File: config.mk
export PLATFORM = sky130hd
export DESIGN_NAME = sr_flag_sequencer
export DESIGN_NICKNAME = d
export VERILOG_FILES = /design/src/rtl/sr_seq_pkg.sv /design/src/rtl/rr_arbiter.sv /design/src/rtl/sr_flag_sequencer.sv
export SDC_FILE = /design/constraint.sdc
export NUM_CORES = 1
export LEC_CHECK = 0
export ABC_AREA = 1
export BUFFER_PORTS_ARGS = -buffer_cell sky130_fd_sc_hd__buf_2
export CAP_MARGIN = 10
export CORE_ASPECT_RATIO = 1.4
export CORE_UTILIZATION = 40
export DETAILED_ROUTE_END_ITERATION = 7
export GPL_ROUTABILITY_DRIVEN = 0
export PLACE_DENSITY = 0.65
export SLEW_MARGIN = 20
export SYNTH_ARGS = -nofsm -noshare
export SYNTH_HDL_FRONTEND = slang
export SYNTH_SLANG_ARGS = --single-unit
File: constraint.sdc
create_clock -name clk -period 3.1 [get_ports clk]
set_input_delay 0.465 -clock clk [delete_from_list [all_inputs] [get_ports clk]]
set_output_delay 0.465 -clock clk [all_outputs]
set_load 0.01 [all_outputs]
File: src/rtl/sr_seq_pkg.sv
// Shared types and helpers for the SR flag sequencer.
// FSM encoding, op polarity constants and a width helper.
package sr_seq_pkg;

    typedef enum logic [1:0] {
        IDLE,
        DRIVE,
        SETTLE
    } state_t;

    localparam logic OP_SET = 1'b1;
    localparam logic OP_CLR = 1'b0;

    // Minimum of one bit so single-value counters and pointers still have a port.
    function automatic int clog2(input int value);
        int r;
        r = 1;
        while ((1 << r) < value) r++;
        return r;
    endfunction

endpackage

File: src/rtl/rr_arbiter.sv
// Round-robin arbiter: first request at or after ptr, wrapping modulo N.
// Purely combinational; no backpressure of its own, grants only among asserted requests.
module rr_arbiter
    import sr_seq_pkg::*;
#(
    parameter int N = 4,
    parameter int W = clog2(N)
) (
    input  logic [N-1:0] req,
    input  logic [W-1:0] ptr,
    output logic [N-1:0] grant,
    output logic [W-1:0] win
);

    always_comb begin
        logic found;
        int   j;
        found = 1'b0;
        j     = 0;
        grant = '0;
        win   = '0;
        for (int k = 0; k < N; k++) begin
            j = int'(ptr) + k;
            if (j >= N) j = j - N;
            if (!found && req[j]) begin
                found    = 1'b1;
                grant[j] = 1'b1;
                win      = W'(j);
            end
        end
    end

endmodule

File: src/rtl/sr_flag_sequencer.sv
// Arbitrates set/clear requests onto a shared SR flip-flop bank with one-hot S/R pulses.
// Accept in cycle 0, pulse for PULSE_CYCLES cycles, done one cycle later; req_ready holds off while busy.
module sr_flag_sequencer
    import sr_seq_pkg::*;
#(
    parameter int NUM_REQ      = 4,
    parameter int NUM_FLAGS    = 8,
    parameter int IDX_W        = 3,
    parameter int PULSE_CYCLES = 1
) (
    input  logic                     clk,
    input  logic                     rst,
    input  logic [NUM_REQ-1:0]       req_valid,
    input  logic [NUM_REQ-1:0]       req_op,
    input  logic [NUM_REQ*IDX_W-1:0] req_idx,
    output logic [NUM_REQ-1:0]       req_ready,
    input  logic [NUM_FLAGS-1:0]     flag_q,
    output logic [NUM_FLAGS-1:0]     sr_s,
    output logic [NUM_FLAGS-1:0]     sr_r,
    output logic                     busy,
    output logic                     done,
    output logic                     err_range,
    output logic                     err_verify
);

    localparam int PTR_W = clog2(NUM_REQ);
    localparam int CNT_W = clog2(PULSE_CYCLES + 1);

    state_t               state;
    logic [PTR_W-1:0]     rr_ptr;
    logic [PTR_W-1:0]     win;
    logic [NUM_REQ-1:0]   grant;
    logic [CNT_W-1:0]     cnt;
    logic                 op_q;
    logic [NUM_FLAGS-1:0] hot_q;
    logic                 err_verify_q;
    logic [IDX_W-1:0]     win_idx;
    logic                 win_op;
    logic [NUM_FLAGS-1:0] win_hot;
    logic                 accept;
    logic                 verify_miss;

    rr_arbiter #(.N(NUM_REQ), .W(PTR_W)) u_arb (
        .req   (req_valid),
        .ptr   (rr_ptr),
        .grant (grant),
        .win   (win)
    );

    assign req_ready = (state == IDLE && !rst) ? grant : '0;
    assign accept    = |(req_valid & req_ready);
    assign win_idx   = req_idx[int'(win)*IDX_W +: IDX_W];
    assign win_op    = req_op[win];
    // An out-of-range index shifts the bit off the top, leaving an all-zero mask.
    assign win_hot   = NUM_FLAGS'(1) << win_idx;

    assign verify_miss = (state == SETTLE) && (|hot_q) && ((|(flag_q & hot_q)) != op_q);
    assign err_verify  = err_verify_q | verify_miss;
    assign busy        = (state != IDLE);

    always_ff @(posedge clk) begin
        if (rst) begin
            state        <= IDLE;
            rr_ptr       <= '0;
            cnt          <= '0;
            op_q         <= 1'b0;
            hot_q        <= '0;
            sr_s         <= '0;
            sr_r         <= '0;
            done         <= 1'b0;
            err_range    <= 1'b0;
            err_verify_q <= 1'b0;
        end else begin
            case (state)
                IDLE: begin
                    if (accept) begin
                        op_q   <= win_op;
                        hot_q  <= win_hot;
                        cnt    <= '0;
                        rr_ptr <= (win == PTR_W'(NUM_REQ - 1)) ? '0 : win + PTR_W'(1);
                        if (|win_hot) begin
                            sr_s  <= (win_op == OP_SET) ? win_hot : '0;
                            sr_r  <= (win_op == OP_CLR) ? win_hot : '0;
                            state <= DRIVE;
                        end else begin
                            err_range <= 1'b1;
                            done      <= 1'b1;
                            state     <= SETTLE;
                        end
                    end
                end
                DRIVE: begin
                    if (cnt == CNT_W'(PULSE_CYCLES - 1)) begin
                        sr_s  <= '0;
                        sr_r  <= '0;
                        done  <= 1'b1;
                        state <= SETTLE;
                    end else begin
                        cnt <= cnt + CNT_W'(1);
                    end
                end
                SETTLE: begin
                    done <= 1'b0;
                    if (verify_miss) err_verify_q <= 1'b1;
                    state <= IDLE;
                end
                default: state <= IDLE;
            endcase
        end
    end

endmodule

---- Yosys cells after proc, flatten, opt, wreduce, memory -nomap -nowiden ----
Cells that the tools add are included.
operators by class
  reductions and logical operators ........ 29
  multiply operators ...................... 1
  mux-type cells .......................... 59
  shift operators ......................... 2
  bitwise operators ....................... 7
  add/sub/neg operators ................... 9
  order comparisons ....................... 13
  equality and inequality tests ........... 8
operators with widths
  operator                                                                        count
  32-bit by 1-bit >= comparator with 1-bit output (second input constant)         4
  32-bit by 4-bit less-than comparator with 1-bit output (second input constant)  4
  32-bit two-way mux                                                              4
  32-bit by 4-bit >= comparator with 1-bit output (second input constant)         3
  32-bit by 4-bit subtractor with 32-bit output (second input constant)           3
  8-bit two-way mux                                                               7
  8-bit one-hot mux with 2 select lines                                           2
  8-bit OR reduction                                                              3
  1-bit two-way mux                                                               21
  4-bit two-way mux                                                               5
  2-bit two-way mux                                                               8
  4-bit bitwise OR                                                                3
  12-bit by 5-bit indexed part select with 3-bit output                           1
  1-bit binary-select mux with 2-bit select                                       5
  1-bit logical AND                                                               10
  8-bit bitwise AND                                                               1
  1-bit demux with 2-bit select                                                   4
  2-bit AND reduction                                                             4
  4-bit AND reduction                                                             2
  1-bit by 3-bit left shift with 8-bit output (first input constant)              1
  2-bit by 2-bit adder with 3-bit output (second input constant)                  2
  2-bit != test (second input constant)                                           3
  4-bit bitwise AND                                                               1
  2-bit equality test (second input constant)                                     2
  21 further kinds                                                                25
word-level totals
  input bits .............................. 30
  register bits after elaboration ......... 33
  logic and storage cells ................. 138
  output and inout port bits .............. 24

---- Longest topological paths before layout ----
  word-level depth ........................ 22
  gate-level depth with buffers ........... 19

---- Hierarchy ----
From an unflattened synthesis, not the netlist that was laid out.
unflattened totals
  cell total of the unflattened synthesis .. 355
  area total of the unflattened synthesis .. 2,273.4 um^2
modules (own cells, without submodules)
  module             area an instance (um^2)  cells each  times used
  sr_flag_sequencer  1,759.2                  270         1
  rr_arbiter         514.2                    85          1

---- Worst setup path before layout ----
No wires, ideal clock.
  path type ............................... reg2reg
  start point ............................. reg rr_ptr[0]
  end point ............................... reg sr_r[1]
  clock period less this slack ............ 2,325 ps
  required time ........................... 3,030 ps
  slack ................................... 775 ps
  data arrival time ....................... 2,254 ps
  library setup time ...................... 70 ps
  cell stages (with the launch flop) ...... 18
  path through ............................ dfxtp_1 -> buf_6 -> inv_8 -> ha_1 -> inv_1 -> nand3_1 -> nand2_1 -> nor2_2 -> nand2_1 -> nand2_1 -> nand2_2 -> nand2_4 -> nand2_1 -> nand3_1 -> nand2_2 -> nor3_4 -> nand2_1 -> a21oi_1
on the way
  word-level cells in the longest chain between the ends .. 22
ends and longest elaborated chain
  element                                                                                 RTL line                 source
  start: declaration                                                                      sr_flag_sequencer.sv:30  logic [PTR_W-1:0] rr_ptr;
  start signal: assignment                                                                sr_flag_sequencer.sv:80  rr_ptr <= (win == PTR_W'(NUM_REQ - 1)) ? '0 : win + PTR_W'(1);
  branches (longest 22 deep; another with 32-bit by 4-bit subtractor with 32-bit output)  -
  end signal: assignment                                                                  sr_flag_sequencer.sv:83  sr_r <= (win_op == OP_CLR) ? win_hot : '0;
  end: declaration                                                                        sr_flag_sequencer.sv:19  output logic [NUM_FLAGS-1:0] sr_r,
Several ways; the timed one is not identified. The select of a mux whose other input is x is not followed.
A chain may end at the register's enable or synchronous reset.

---- Worst setup path in the final report ----
  start point ............................. reg rr_ptr[1]
  end point ............................... reg hot_q[0]
on the way
  word-level cells in the longest chain between the ends .. 19
ends and longest elaborated chain
  element                                                                                 RTL line                 source
  branches (longest 19 deep; another with 32-bit by 4-bit subtractor with 32-bit output)  -
  end signal: assignment                                                                  sr_flag_sequencer.sv:78  hot_q <= win_hot;
  end: declaration                                                                        sr_flag_sequencer.sv:35  logic [NUM_FLAGS-1:0] hot_q;
Several ways; the timed one is not identified. The select of a mux whose other input is x is not followed.

==> results.py <==
metrics = {
    "placed_design": {
        "port_buffers": 53,
        "place_area_sq_mm": 0.00245,
        "dp_hpwl_um": 4140,
    },
    "finish": {
        "multi_input_area_sq_mm": 0.00130,
        "nFillCells": 540,
        "n_antenna_cell": 0,
        "design_area_sq_mm": 0.00254,
        "fin_nets": 405,
        "mostFrequentLayoutCell": "nand2_1",
        "regArea_sq_um": 641,
        "layout_common_cells": "67 x nand2_1, 55 x nand3_1, 53 x buf_2",
        "drive_gt1_share_pct": 24.8,
        "area_growth_pct": 19.1,
    },
    "floorplanning": {
        "coreArea_sq_mm": 0.00516,
        "die_area_sq_mm": 0.00564,
        "dieHeight_um": 88.5,
        "ios": 54,
        "initial_core_util_pct": 41.4,
        "die_w_um": 63.8,
        "fp-row-count": 31,
    },
    "critical_path": {
        "worst_setup_path_end_kind": "register",
        "r2r_setup_slack_ns": 0.30,
        "worst-path-max-fanout": 11,
        "cp_data_required_time_ns": 3.31,
        "start_kind": "register",
        "crit_type": "reg -> reg",
        "crit_arrival_ns": 3.01,
    },
    "detailed_routing": {
        "drt_iter0_drc": 149,
        "avgRoutedWirePerCell_um": 12.6,
        "firstDrtPassIters": 4,
        "drc": 0,
        "viasPerCell": 5.16,
        "wirelength_um": 5440,
        "ant_nets": 0,
        "vias": 2235,
    },
    "global_route": {
        "grt_max_degree": 25,
        "grt_pass1_wl_um": 9090,
        "overflow": 0,
        "antenna_found_initial": 0,
        "groute.usage.overall_pct": 20.4,
        "grt_pass1_vias": 1936,
    },
    "sta": {
        "setup_tns_ns": 0,
        "fin_skew_ns": 0.00754,
        "final_hold_viol_count": 0,
        "period_share_pct": 90.2,
        "setup_viol": 0,
        "worstMarginPinSlew_ns": 0.511,
        "fmax_ghz": 0.358,
        "relSlewSlack_pct": 65.9,
        "period_minus_slack_ns": 2.80,
        "drv_slew": 0,
        "rsz0062_at_grt": "false",
    },
    "cts": {
        "clock_tree.root_cell": "clkbuf_8",
        "clk_latency_ns": 0.28,
        "cts.repair.resized": 0,
        "clock_sinks": 32,
        "clk_path_buf_depth": 2,
        "numCtsBuffers": 5,
        "htreeDepth": 2,
        "cts_tree": "built",
        "clk_pin_slew_worst_paths_ns": 0.07,
    },
    "yosys": {
        "yosysSeqAreaShare_pct": 30.0,
        "syn_avg_cell_area_sq_um": 6.89,
        "yosysTopAreaCell": "dfxtp_1",
        "synth_cell_types": 29,
        "yosysWarnings": 0,
        "netlist_area_sq_mm": 0.00214,
        "synth_cells": 310,
        "synth-seq-cells": 32,
        "synth_top_cell_area_share_pct": 30.0,
        "yosys-top-cells-area": "dfxtp_1 30%, nand3_1 13%, nand2_1 12%",
        "synthesis.nets": 349,
    },
    "power_and_ir_drop": {
        "pwr-share-clk_pct": 11.6,
        "irDropWorstVdd_v": 0.000590,
        "p_seq_share_pct": 19.9,
        "p_per_area_mw_per_mm2": 1130,
        "p_leak_nw": 1.22,
        "switching_share_pct": 54.5,
        "p_sw_w": 0.00157,
        "combinationalPowerShare_pct": 68.5,
        "p_int_w": 0.00131,
    },
    "status": {
        "outcome": "completed",
    },
    "min_path": {
        "min_path_type": "reg -> reg",
    },
    "job": {
        "max_cap_viol_count": 0,
    },
}
## power by group through the flow
stage,combinational (W),sequential (W),clock (W)
after floorplan,0.00159,0.000572,0
after global placement,0.00196,0.000582,0
after detailed placement,0.00197,0.000579,0
after CTS,0.00198,0.000572,0.000344
after global routing,0.00222,0.000588,0.000355
final,0.00197,0.000573,0.000332
## metal layers
metal,routed length [um],global-route usage (%),vias to the layer above
met2,2750,36.0,68
met1,2350,25.2,1011
met4,110,8.06,0
li1,-,-,1144
met5,0,0,-
met3,240,2.32,12
## worst paths after layout
| path | startpoint | endpoint | cells after the start |
|---|---|---|---|
| setup / recovery | rr_ptr[1] | hot_q[0] | 16 |
| hold / removal | err_range | err_range | 2 |
| setup reg to reg | rr_ptr[1] | hot_q[0] | 16 |
| hold reg to reg | err_range | err_range | 2 |
## timing repair
action / CTS / global route
buffers inserted: 0 / 1
setup endpoints to repair: 0 / 2
hold buffers: 0 / 0
## synthesized netlist by cell type
cell / number
inv_1: 30
nor4_1: 1
inv_2: 1
nor3_4: 1
buf_4: 1
nand2_2: 9
nand3_1: 55
nand2_1: 67
buf_6: 4
nand3_2: 1
nand4_1: 7
a21boi_0: 5
inv_8: 1
a22o_1: 4
nor2_4: 4
o211ai_1: 1
nand2_4: 4
a21oi_1: 29
or4_1: 2
ha_1: 9
xnor2_1: 2
dfxtp_1: 32
nand4_4: 1
clkinv_1: 1
nor2_1: 19
nand3b_1: 1
o21ai_0: 9
nor2_2: 5
clkbuf_1: 4
## flip-flops by register name, indices dropped and copies added, names as in the netlist
name,count
done,1
op_q,1
hot_q,8
state,2
err_verify_q,1
err_range,1
sr_s,8
rr_ptr,2
sr_r,8
## final cells by class
cell class / count / share of cell area (%)
clock buffers: 8 / 3.54
well taps: 66 / 3.25
inverters: 33 / 5.16
repair buffers: 58 / 11.9
flip-flops and latches: 32 / 25.2
multi-input cells: 236 / 51.0
## cells by family (layout without fill, tap and decap cells)
logic type | Yosys count | count (layout) | synth area share, %
adders and majority gates | 9 | 9 | 5.27
xor gates and xnor gates | 2 | 2 | 0.820
DFF | 32 | 32 | 30.0
buffers and inverters | 42 | 99 | 9.31
and+or+nand+nor | 177 | 177 | 41.9
AOI/OAI and AO/OA | 48 | 48 | 12.7
## through the flow
step                      setup slack, ns  utilization, %  hold slack [ns]  std cells  total power (W)
final                               0.303            49.3            0.423        433          0.00287
after global routing               0.0135            49.3            0.443        433          0.00316
after CTS                           0.315            49.2            0.425        432          0.00289
after detailed placement            0.334            47.4            0.414        424          0.00255
after global placement              0.379            47.4            0.408        424          0.00254
after floorplan                     0.775               -            0.436        310          0.00216
## critical path, stage by stage (launching register included)
cell     delay (ns)
dfxtp_1        0.42
inv_1          0.17
ha_1           0.39
inv_1          0.09
nand3_1        0.08
nand2_1        0.08
nor2_4         0.23
nand2_1        0.10
nand2_2        0.19
nand2_4        0.12
nand2_1        0.08
nand3_1        0.07
nand2_2        0.16
inv_2          0.08
nor2_1         0.19
nand2_1        0.12
a21oi_1        0.14
Power figures use the tool's default switching activity.
